==> src/rtl/reg_writeback_ctrl_if.sv <==
// Writeback request, regfile write and hazard/forwarding bundle for reg_writeback_ctrl.
// master = producers/read side/regfile, slave = the controller.
interface reg_writeback_ctrl_if #(
  parameter int DEPTH = 4,
  parameter int AW    = 5,
  parameter int DW    = 32
);
  localparam int CW = $clog2(DEPTH) + 1;

  logic          alu_valid;
  logic [AW-1:0] alu_addr;
  logic [DW-1:0] alu_data;
  logic          alu_ready;
  logic          mem_valid;
  logic [AW-1:0] mem_addr;
  logic [DW-1:0] mem_data;
  logic          mem_ready;
  logic          wr_hold;
  logic [AW-1:0] wr_addr;
  logic [DW-1:0] wr_data;
  logic          write_reg;
  logic [AW-1:0] rd_addr1;
  logic [AW-1:0] rd_addr2;
  logic          hazard1;
  logic          hazard2;
  logic [DW-1:0] fwd_data1;
  logic [DW-1:0] fwd_data2;
  logic [CW-1:0] count;
  logic          full;
  logic          empty;

  modport master (
    output alu_valid, alu_addr, alu_data, mem_valid, mem_addr, mem_data,
           wr_hold, rd_addr1, rd_addr2,
    input  alu_ready, mem_ready, wr_addr, wr_data, write_reg,
           hazard1, hazard2, fwd_data1, fwd_data2, count, full, empty
  );

  modport slave (
    input  alu_valid, alu_addr, alu_data, mem_valid, mem_addr, mem_data,
           wr_hold, rd_addr1, rd_addr2,
    output alu_ready, mem_ready, wr_addr, wr_data, write_reg,
           hazard1, hazard2, fwd_data1, fwd_data2, count, full, empty
  );
endinterface

==> src/rtl/reg_writeback_ctrl.sv <==
// Two-producer writeback FIFO feeding one registered regfile write per cycle,
// with hazard detection and youngest-wins forwarding over all uncommitted writes.
module reg_writeback_ctrl #(
  parameter int DEPTH = 4,
  parameter int AW    = 5,
  parameter int DW    = 32
) (
  input logic                clk,
  input logic                rst_n,
  reg_writeback_ctrl_if.slave bus
);
  localparam int PW = $clog2(DEPTH);
  localparam int CW = PW + 1;

  typedef struct packed {
    logic [AW-1:0] addr;
    logic [DW-1:0] data;
  } wb_t;

  wb_t           fifo_q [DEPTH];
  wb_t           out_q;
  logic          out_vld;
  logic [PW-1:0] wr_ptr, rd_ptr;
  logic [CW-1:0] count;

  logic          alu_rdy, mem_rdy;
  logic          push_alu, push_mem, pop;
  logic [PW-1:0] mem_slot;

  // Readiness looks only at registered occupancy; a pop in the same cycle frees nothing.
  assign alu_rdy  = (count <= CW'(DEPTH-1));
  assign mem_rdy  = bus.alu_valid ? (count <= CW'(DEPTH-2)) : (count <= CW'(DEPTH-1));
  assign push_alu = bus.alu_valid & alu_rdy;
  assign push_mem = bus.mem_valid & mem_rdy;
  assign pop      = (count != '0) & ~bus.wr_hold;
  assign mem_slot = wr_ptr + PW'(push_alu);

  // Storage needs no reset: occupancy alone decides which slots are live.
  always_ff @(posedge clk) begin
    if (push_alu) fifo_q[wr_ptr]   <= '{addr: bus.alu_addr, data: bus.alu_data};
    if (push_mem) fifo_q[mem_slot] <= '{addr: bus.mem_addr, data: bus.mem_data};
  end

  always_ff @(posedge clk or negedge rst_n) begin
    if (!rst_n) begin
      count   <= '0;
      wr_ptr  <= '0;
      rd_ptr  <= '0;
      out_q   <= '0;
      out_vld <= 1'b0;
    end else begin
      count   <= count + CW'(push_alu) + CW'(push_mem) - CW'(pop);
      wr_ptr  <= wr_ptr + PW'(push_alu) + PW'(push_mem);
      rd_ptr  <= rd_ptr + PW'(pop);
      out_vld <= pop;
      if (pop) out_q <= fifo_q[rd_ptr];
    end
  end

  // Scan output stage first, then FIFO oldest to youngest so the youngest match wins.
  logic [AW-1:0] rd_addr [2];
  logic          hit     [2];
  logic [DW-1:0] fwd     [2];
  logic [PW-1:0] idx;

  assign rd_addr[0] = bus.rd_addr1;
  assign rd_addr[1] = bus.rd_addr2;

  always_comb begin
    idx = '0;
    for (int p = 0; p < 2; p++) begin
      hit[p] = 1'b0;
      fwd[p] = '0;
      if (out_vld && out_q.addr == rd_addr[p]) begin
        hit[p] = 1'b1;
        fwd[p] = out_q.data;
      end
      for (int i = 0; i < DEPTH; i++) begin
        idx = rd_ptr + PW'(i);
        if (CW'(i) < count && fifo_q[idx].addr == rd_addr[p]) begin
          hit[p] = 1'b1;
          fwd[p] = fifo_q[idx].data;
        end
      end
    end
  end

  assign bus.alu_ready = alu_rdy;
  assign bus.mem_ready = mem_rdy;
  assign bus.wr_addr   = out_q.addr;
  assign bus.wr_data   = out_q.data;
  assign bus.write_reg = out_vld;
  assign bus.hazard1   = hit[0];
  assign bus.hazard2   = hit[1];
  assign bus.fwd_data1 = fwd[0];
  assign bus.fwd_data2 = fwd[1];
  assign bus.count     = count;
  assign bus.full      = (count == CW'(DEPTH));
  assign bus.empty     = (count == '0);
endmodule

==> src/flat_wrapper.sv <==
// flat-port wrapper written by rule: the top's interface ports become plain ports
module reg_writeback_ctrl_flat 
#(
  parameter int DEPTH = 4,
  parameter int AW    = 5,
  parameter int DW    = 32
)
  (clk, rst_n, bus_alu_valid, bus_alu_addr, bus_alu_data, bus_mem_valid, bus_mem_addr, bus_mem_data, bus_wr_hold, bus_rd_addr1, bus_rd_addr2, bus_alu_ready, bus_mem_ready, bus_wr_addr, bus_wr_data, bus_write_reg, bus_hazard1, bus_hazard2, bus_fwd_data1, bus_fwd_data2, bus_count, bus_full, bus_empty);
  reg_writeback_ctrl_if #(.DEPTH(DEPTH), .AW(AW), .DW(DW)) bus_i ();
  input logic clk;
  input logic rst_n;
  input wire logic [$bits(bus_i.alu_valid)-1:0] bus_alu_valid;
  input wire logic [$bits(bus_i.alu_addr)-1:0] bus_alu_addr;
  input wire logic [$bits(bus_i.alu_data)-1:0] bus_alu_data;
  input wire logic [$bits(bus_i.mem_valid)-1:0] bus_mem_valid;
  input wire logic [$bits(bus_i.mem_addr)-1:0] bus_mem_addr;
  input wire logic [$bits(bus_i.mem_data)-1:0] bus_mem_data;
  input wire logic [$bits(bus_i.wr_hold)-1:0] bus_wr_hold;
  input wire logic [$bits(bus_i.rd_addr1)-1:0] bus_rd_addr1;
  input wire logic [$bits(bus_i.rd_addr2)-1:0] bus_rd_addr2;
  output wire logic [$bits(bus_i.alu_ready)-1:0] bus_alu_ready;
  output wire logic [$bits(bus_i.mem_ready)-1:0] bus_mem_ready;
  output wire logic [$bits(bus_i.wr_addr)-1:0] bus_wr_addr;
  output wire logic [$bits(bus_i.wr_data)-1:0] bus_wr_data;
  output wire logic [$bits(bus_i.write_reg)-1:0] bus_write_reg;
  output wire logic [$bits(bus_i.hazard1)-1:0] bus_hazard1;
  output wire logic [$bits(bus_i.hazard2)-1:0] bus_hazard2;
  output wire logic [$bits(bus_i.fwd_data1)-1:0] bus_fwd_data1;
  output wire logic [$bits(bus_i.fwd_data2)-1:0] bus_fwd_data2;
  output wire logic [$bits(bus_i.count)-1:0] bus_count;
  output wire logic [$bits(bus_i.full)-1:0] bus_full;
  output wire logic [$bits(bus_i.empty)-1:0] bus_empty;
  assign bus_i.alu_valid = bus_alu_valid;
  assign bus_i.alu_addr = bus_alu_addr;
  assign bus_i.alu_data = bus_alu_data;
  assign bus_i.mem_valid = bus_mem_valid;
  assign bus_i.mem_addr = bus_mem_addr;
  assign bus_i.mem_data = bus_mem_data;
  assign bus_i.wr_hold = bus_wr_hold;
  assign bus_i.rd_addr1 = bus_rd_addr1;
  assign bus_i.rd_addr2 = bus_rd_addr2;
  assign bus_alu_ready = bus_i.alu_ready;
  assign bus_mem_ready = bus_i.mem_ready;
  assign bus_wr_addr = bus_i.wr_addr;
  assign bus_wr_data = bus_i.wr_data;
  assign bus_write_reg = bus_i.write_reg;
  assign bus_hazard1 = bus_i.hazard1;
  assign bus_hazard2 = bus_i.hazard2;
  assign bus_fwd_data1 = bus_i.fwd_data1;
  assign bus_fwd_data2 = bus_i.fwd_data2;
  assign bus_count = bus_i.count;
  assign bus_full = bus_i.full;
  assign bus_empty = bus_i.empty;
  reg_writeback_ctrl #(.DEPTH(DEPTH), .AW(AW), .DW(DW)) u_core (.clk(clk), .rst_n(rst_n), .bus(bus_i));
endmodule
==> config.mk <==
export PLATFORM = sky130hd
export DESIGN_NAME = reg_writeback_ctrl_flat
export DESIGN_NICKNAME = d
export VERILOG_FILES = /design/src/rtl/reg_writeback_ctrl_if.sv /design/src/rtl/reg_writeback_ctrl.sv /design/src/flat_wrapper.sv
export SDC_FILE = /design/constraint.sdc
export NUM_CORES = 1
export LEC_CHECK = 0
export CORE_MARGIN = 2
export CORE_UTILIZATION = 38
export CTS_BUF_LIST = sky130_fd_sc_hd__clkbuf_4
export CTS_CLUSTER_SIZE = 30
export DETAILED_ROUTE_END_ITERATION = 8
export GPL_TIMING_DRIVEN = 0
export PLACE_DENSITY = 0.68
export SYNTH_ARGS = -nofsm -noshare
export SYNTH_HDL_FRONTEND = slang
export SYNTH_SLANG_ARGS = --single-unit
export TNS_END_PERCENT = 100
==> constraint.sdc <==
create_clock -name clk -period 5.6 [get_ports clk]
set_clock_uncertainty 0.1 [all_clocks]
set_input_delay 1.4 -clock clk [delete_from_list [all_inputs] [get_ports clk]]
set_output_delay 1.4 -clock clk [all_outputs]
set_load 0.02 [all_outputs]
==> results.md <==
## Run status
• finished, final reports clean — result of the run

## CTS
• clkbuf_4 — root buffer cell
• 170 ps — clock-pin slew on the worst setup and hold paths
• 193 — TritonCTS Sinks
• 17 — total CTS buffers
• 4 — number of H-tree branching levels
• yes — clock tree from TritonCTS
• 670 ps — clock latency on the worst-skew pair
• 2 — maximum clock path buffer count

## Power and ir drop
• 50.1% — share of total power consumed by net switching
• 7.7% — power share of the clock group
• 5.43 mW — internal power consumption
• 7.33 nW — leakage power of the design
• 5.46 mW — net switching power
• 23.3% — Sequential Power Share
• 584 nW/um^2 — pwr dens
• 334 uV — maximum vdd drop
• 69.0% — Comb pwr share

## STA
• 45.5 ps — min setup slack post-route
• 0 — count of final setup violators
• 24.7% — max-slew headroom at the worst pin
• 0 — Final Max Tran Viols
• 99.2% — fin crit share
• 180 MHz — Max Fclk
• 5550 ps — Final min period
• 0 — final hold violation count
• 1130 ps — Worst-Margin Slew

## Synth
• 54 — number of distinct standard cells referenced by the synthesized netlist
• 36.0% — sequential area share after synthesis
• 1548 — Post-Synthesis Net Count
• 148 — count of flip-flops with a built-in enable after synthesis
• edfxtp_1 — dominant register cell in the synthesized netlist
• 0 — yosys warns
• 23.3% — share of flip-flops with an asynchronous set or reset after synthesis
• 193 — flip-flop and latch count after synthesis
• 1451 — Cells after Synth
• 10.7 sq um — Mapped Avg Cell Area
• 15500 sq um — post-synthesis instance area

## Critical path
• 10 — worst-path maximum fanout
• clkbuf_1 > xor2_1 > nor4_1 > and3_1 > clkbuf_1 > clkbuf_4 > nand2_1 > mux2i_1 > o32a_1 > dlygate4sd2_1 — critical-path cell list
• 4 — sum of buffers and inverters on the critical path
• bus_rd_addr1[2] — Critical path origin
• clkbuf_1 — most used cell, CP
• 4100 ps — WP data required
• 10 — worst reg2reg path depth
• 10 — critical path depth
• primary output — capturing element type of the critical path
• u_core.bus.count[2] — reg-to-reg startpoint
• buffers and inverters — family with the most delay on the worst path
• 4050 ps — CP arrival
• input port to primary output — Crit Path Class
• 360 ps — critical path's largest stage delay
• dlygate4sd2_1 — library cell contributing the largest single delay on the critical path
• input port — critical path startpoint category

## Detailed routing
• 0 — drc violations
• 57.1 mm — wirelength, routed
• 6.04 — vias per inst
• 0 — antenna violation net count after detailed routing
• 13391 — count of vias placed by the detailed router
• 1749 — Initial DRC Count
• 25.8 microns — wire length per cell
• 8 — Pre-Repair DR Iteration Count

## Placed design
• -581 ps — setup slack at placement
• 0.932 — routability-driven placement congestion ratio
• 41.8 mm — post-detail-place hpwl
• 189 — count of input and output buffers

## Global routing
• met2 — Most Used Layer, Global Route
• 0 — total congestion overflow
• 42.2% — GRT met2 Usage
• 84.0 mm — first-pass GRT wire length
• 13593 — vias in the first global route
• 4.71% — met3 GRT Util
• 26.9% — Overall Global Routing Usage
• 36.3% — met1 Usage GRT
• 5 — number of antenna violations at the first check in global routing
• 24 — pin count of the biggest net entering global routing

## Final layout
• u_core.fifo_q — register with the most flip-flops
• 1773 — count of nets after finishing
• 29.3% — share of cells above drive strength 1
• 20.5% — layout-stage area growth over the synthesis result
• 46.7% — final core utilization
• 148 — number of flip-flops in the largest register

## Floorplanning
• 200 — count of boundary I/O pins
• 40000 sq um — core box area
• 206 microns — DIE HEIGHT
• 73 — row count
• 42400 sq um — die outline area
• 38.7% — Initial Utilization
• 206 microns — x dimension of the die

## Job
• 0 — max capacitance violation total

## Hold path
• u_core.rd_ptr[0] — origin of the worst min-delay path
• flop to flop — path class of the lowest-slack min-delay path
• 1 — Hold Crit Depth

==> timing repair <==
| action | CTS | global route |
|---|---|---|
| gates resized for setup | 113 | 49 |
| pin swaps | 5 | 4 |
| setup buffers | 9 | 1 |
| endpoints found under the setup margin | 66 | 59 |
| hold buffers | 0 | 0 |
| hold endpoints to repair | 0 | 0 |
==> metrics by stage <==
stage	setup TNS (ps)	power [mW]	instance area, sq um	instances	hold WS [ps]
floorplan	0	7.22	15500	1451	388
global placement	-290290	9.81	18000	2165	401
detailed placement	-26850	10.0	18300	2174	406
CTS	0	10.8	18700	2214	442
global route	-74.1	11.4	18700	2217	455
finish	0	10.9	18700	2217	446
==> cells in the final DEF (no fill, tap or decap), types with 26 or more instances in the layout <==
| cell type | synthesis | final |
|---|---|---|
| and2_1 | 36 | 36 |
| o311a_1 | 31 | 31 |
| dlygate4sd2_1 | 0 | 42 |
| o22ai_2 | 29 | 30 |
| a221oi_1 | 29 | 29 |
| o21ai_0 | 35 | 34 |
| mux2_2 | 275 | 275 |
| nand2_1 | 140 | 138 |
| clkbuf_2 | 0 | 38 |
| buf_2 | 41 | 37 |
| o32a_1 | 29 | 29 |
| clkbuf_1 | 65 | 43 |
| xor2_1 | 27 | 26 |
| mux2i_1 | 163 | 163 |
| clkdlybuf4s50_1 | 0 | 123 |
| inv_1 | 42 | 42 |
| a21oi_1 | 36 | 36 |
| xnor2_1 | 28 | 27 |
| edfxtp_1 | 148 | 148 |
| dfrtp_1 | 45 | 45 |
| nor3_1 | 34 | 33 |
| nor2_1 | 99 | 98 |
==> kinds of logic (layout without fill, tap and decap cells) <==
family	after synthesis	in the layout	share of synthesized area, %
other	0	3	0
AOI/OAI and AO/OA	216	216	11.7
adders and majority gates	8	8	0.743
muxes	460	460	33.6
xor gates and xnor gates	55	55	3.11
and+or+nand+nor	344	344	9.77
DFF	193	193	36.0
buffers and inverters	175	413	5.11
==> synth_stat cells (29+ instances only) <==
library cell    n  area share [%]
o32a_1         29             1.9
mux2i_1       163              11
a21oi_1        36             1.2
o22ai_2        29             2.3
a221oi_1       29             1.6
clkbuf_1       65             1.6
edfxtp_1      148              29
nor3_1         34             1.1
dfrtp_1        45             7.3
nor2_1         99             2.4
mux2_2        275              20
and2_1         36             1.5
buf_2          41             1.3
nand2_1       140             3.4
inv_1          42             1.0
o21ai_0        35             1.1
o311a_1        31             2.0
==> power by group through the flow <==
stage               Clock [mW]  Sequential, mW  Combinational (mW)
floorplan                    0            2.62                4.59
global placement             0            2.59                7.22
detailed placement           0            2.56                7.44
CTS                      0.848            2.52                7.39
global route             0.896            2.59                7.92
finish                   0.844            2.53                7.51
==> per-layer routing <==
| metal | vias to the layer above | routed length [microns] |
|---|---|---|
| met1 | 6575 | 23500 |
| met3 | 148 | 5370 |
| met2 | 798 | 25800 |
| li1 | 5870 | - |
| met5 | - | 0 |
| met4 | 0 | 2370 |
==> cell type report <==
type	count	area, sq um
fillers	3711	21300
multi-input cells	1083	9260
flip-flops and latches	193	5570
repair buffers	208	2040
plain buffers	131	681
well taps	525	657
clock inverters	15	174
inverters	42	158
clock buffers	17	128
diodes	3	7.51
==> worst register-to-register path: stages, from the launching register on <==
cell	delay (ps)
dfrtp_1	490
inv_1	190
ha_1	310
a21o_1	310
a22o_1	240
and2_1	260
nand3_1	140
clkbuf_1	680
clkbuf_1	720
nand2_2	590
buf_12	370
==> worst paths after layout <==
path	slack, ps	end
max reg2reg	930	u_core.fifo_q[3][13]
max	50	bus_fwd_data1[0]
min	450	u_core.rd_ptr[0]
min in group asynchronous	490	u_core.bus.wr_addr[3]
min reg2reg	450	u_core.rd_ptr[0]
max in group asynchronous	4230	u_core.bus.wr_data[13]
Note: power is estimated with default switching activity, not from simulation.
==> patch: new RTL, config.mk and constraints unchanged <==
`DW` is set to 32 in 3 places; all go to 28.
--- a/src/rtl/reg_writeback_ctrl_if.sv
+++ b/src/rtl/reg_writeback_ctrl_if.sv
@@ -5,3 +5,3 @@
   parameter int AW    = 5,
-  parameter int DW    = 32
+  parameter int DW    = 28
 );
--- a/src/rtl/reg_writeback_ctrl.sv
+++ b/src/rtl/reg_writeback_ctrl.sv
@@ -5,3 +5,3 @@
   parameter int AW    = 5,
-  parameter int DW    = 32
+  parameter int DW    = 28
 ) (
--- a/src/flat_wrapper.sv
+++ b/src/flat_wrapper.sv
@@ -5,3 +5,3 @@
   parameter int AW    = 5,
-  parameter int DW    = 32
+  parameter int DW    = 28
 )
Interface: changed (5 resized); port bits go from 200 to 180. The function was not compared with the original's and may differ.
==> patch against the unedited design <==
- total power decreased by 8.5%
- cell area is 9.1% lower
- routed wire length fell by 12%
- area after synthesis fell by 9.2%
- count of clock-buffer cells in the layout is the same
- worst setup slack better by 0.079 ns
- clock power fell by 12%
- global-route usage shrank 1.2 points
- sequential cell count is 20 lower
- critical endpoint is now bus_fwd_data1[12]
- largest cell class unchanged
- largest power group unchanged
==> patch: results (changes against the unedited design) <==
.. list-table::
   :header-rows: 1

   * - Metric
     - Value
   * - Outcome
     - finished clean
   * - Layout Nets
     - 1538 (-13%)
   * - Number of enable flip-flop cells after synthesis
     - 132 (-11%)
   * - Number of flip-flops under the largest register name
     - 132 (-11%)
   * - GPL Wtd Cong
     - 0.9714 (+4.2%)
   * - Cell area reported after detailed placement
     - 16450 um^2 (-9.9%)
   * - Yosys warnings
     - 0 (unchanged)
   * - Clock-pin transition on the worst setup and hold timing paths
     - 0.16 ns
   * - Fill cell count
     - 3333 (-10%)
   * - Maximum single-stage delay on the critical path
     - 0.65 ns (+0.29 ns)
   * - Most used flip-flop cell after synthesis
     - sky130_fd_sc_hd__edfxtp_1
   * - Maximum fanout along the worst path
     - 10 (unchanged)
   * - Top cells by count, synth
     - sky130_fd_sc_hd__mux2_2 (187), sky130_fd_sc_hd__edfxtp_1 (132), sky130_fd_sc_hd__mux2i_1 (97)
   * - Number of antenna violations at the first check in global routing
     - 5 (unchanged)
   * - Count of H-tree levels built during CTS
     - 4 (unchanged)
   * - Dpl hpwl
     - 40.18 mm (-3.8%)
   * - Post-Synthesis Net Count
     - 1344 (-13%)
   * - Via density per instance
     - 6.047 (+0.11%)
   * - Register area share after synthesis
     - 0.3550 (-0.004650)
   * - Class of the tightest hold or removal check
     - register to register
   * - Global-route wire length before repair
     - 74.40 mm (-11%)
   * - Reported leakage power
     - 7.094 nW (-3.3%)
   * - Clk Tree Root Cell
     - sky130_fd_sc_hd__clkbuf_4
   * - Main area contributors after synthesis
     - sky130_fd_sc_hd__edfxtp_1 (28%), sky130_fd_sc_hd__mux2_2 (15%), sky130_fd_sc_hd__dfrtp_1 (7.3%), sky130_fd_sc_hd__mux2i_1 (6.9%), sky130_fd_sc_hd__mux4_2 (5.8%)
   * - Number of unique standard cell types used by synthesis
     - 59 (+9.3%)
   * - Top delay family on crit path
     - buffers and inverters
   * - Vias in the first global route
     - 11353 (-16%)
   * - Count of input and output buffers
     - 169 (-11%)
   * - Pre-CTS worst setup slack
     - -0.3008 ns (+0.2801 ns)
   * - DRC marker count from the first detailed-route iteration
     - 1411 (-19%)
   * - Share of post-route cells with drive strength above 1
     - 0.2921 (-0.001007)
   * - Skew-Pair Late Insertion Delay
     - 0.62 ns (-0.05 ns)
   * - Clock tree buffer depth
     - 2 (unchanged)
   * - Pin count of the biggest net entering global routing
     - 38 (+58%)
   * - Mean routed wirelength per cell
     - 26.02 um (+1.0%)
   * - Fraction of synthesis flops using an asynchronous set or reset pin
     - 0.2370 (+0.003834)
   * - Tot GR Track Use
     - 0.2575 (-0.01191)
   * - First drt pass iteration count
     - 6 (-2)
   * - CP max-delay cell
     - sky130_fd_sc_hd__mux4_1
   * - Worst-Margin Slew
     - 0.9347 ns (-0.1954 ns)
   * - Maximum resistive drop on vdd
     - 0.2037 mV (-39%)
==> patch: where the power goes <==
| group | leakage (nW) | internal (W) | switching [W] |
|---|---|---|---|
| combinational | 5.26 | 0.00280 | 0.00409 |
| sequential | 1.68 | 0.00193 | 0.000398 |
| clock | 0.150 | 0.000199 | 0.000544 |
==> patch: timing repair <==
item,CTS,global route
pin swaps,2,1
endpoints found under the setup margin,56,42
gates resized for setup,53,67
setup buffers,4,0
endpoints found under the hold margin,0,0
==> patch: cells by family (layout without fill, tap and decap cells) <==
logic type / count (synthesis) / count (layout) / share of synthesized area
adders and majority gates: 8 / 8 / 0.008189
and+or+nand+nor: 323 / 323 / 0.1202
xor gates and xnor gates: 54 / 54 / 0.03471
buffers and inverters: 142 / 349 / 0.05260
DFF: 173 / 173 / 0.3550
other: 0 / 1 / 0
muxes: 327 / 327 / 0.2896
AOI/OAI and AO/OA: 228 / 228 / 0.1397
==> patch: per-layer routing <==
layer | up-vias | share of wire | global-route usage
li1 | 5234 | - | -
met1 | 5775 | 0.46 | 0.3805
met2 | 598 | 0.43 | 0.3814
met3 | 61 | 0.093 | 0.05903
met4 | 8 | 0.018 | 0.06033
met5 | - | 0.0010 | 0
==> patch: worst paths after layout <==
| kind | slack (ns) | cells after the start | start | end |
|---|---|---|---|---|
| hold / removal | 0.48 | 1 | u_core.rd_ptr[0]$_DFF_PN0_ | u_core.rd_ptr[0]$_DFF_PN0_ |
| setup / recovery | 0.12 | 11 | u_core.rd_ptr[0]$_DFF_PN0_ | bus_fwd_data1[12] |
| min in group asynchronous | 0.50 | 1 | rst_n | u_core.wr_ptr[1]$_DFF_PN0_ |
| setup reg to reg | 1.42 | 9 | u_core.bus.count[2]$_DFF_PN0_ | u_core.fifo_q[1][21]$_DFFE_PP_ |
| hold reg to reg | 0.48 | 1 | u_core.rd_ptr[0]$_DFF_PN0_ | u_core.rd_ptr[0]$_DFF_PN0_ |
| max in group asynchronous | 4.45 | 2 | rst_n | u_core.bus.wr_data[4]$_DFFE_PN0P_ |
==> patch: cell type report <==
| cell class | instances | area share |
|---|---|---|
| plain buffers | 122 | 0.04268 |
| repair buffers | 177 | 0.1104 |
| multi-input cells | 940 | 0.4985 |
| clock inverters | 15 | 0.008256 |
| well taps | 468 | 0.03450 |
| inverters | 18 | 0.003981 |
| flip-flops and latches | 173 | 0.2940 |
| diodes | 1 | 0.0001474 |
| clock buffers | 17 | 0.007519 |
==> patch: through the flow <==
step	power, W	hold slack (ns)	utilization	instances
3_5_place_dp	0.009026	0.4467	0.4504	1896
5_1_grt	0.01042	0.4672	0.4647	1931
2_1_floorplan	0.006541	0.4237	-	1255
3_3_place_gp	0.008939	0.4492	0.4472	1892
6_report	0.009970	0.4813	0.4647	1931
4_1_cts	0.009803	0.4617	0.4605	1931
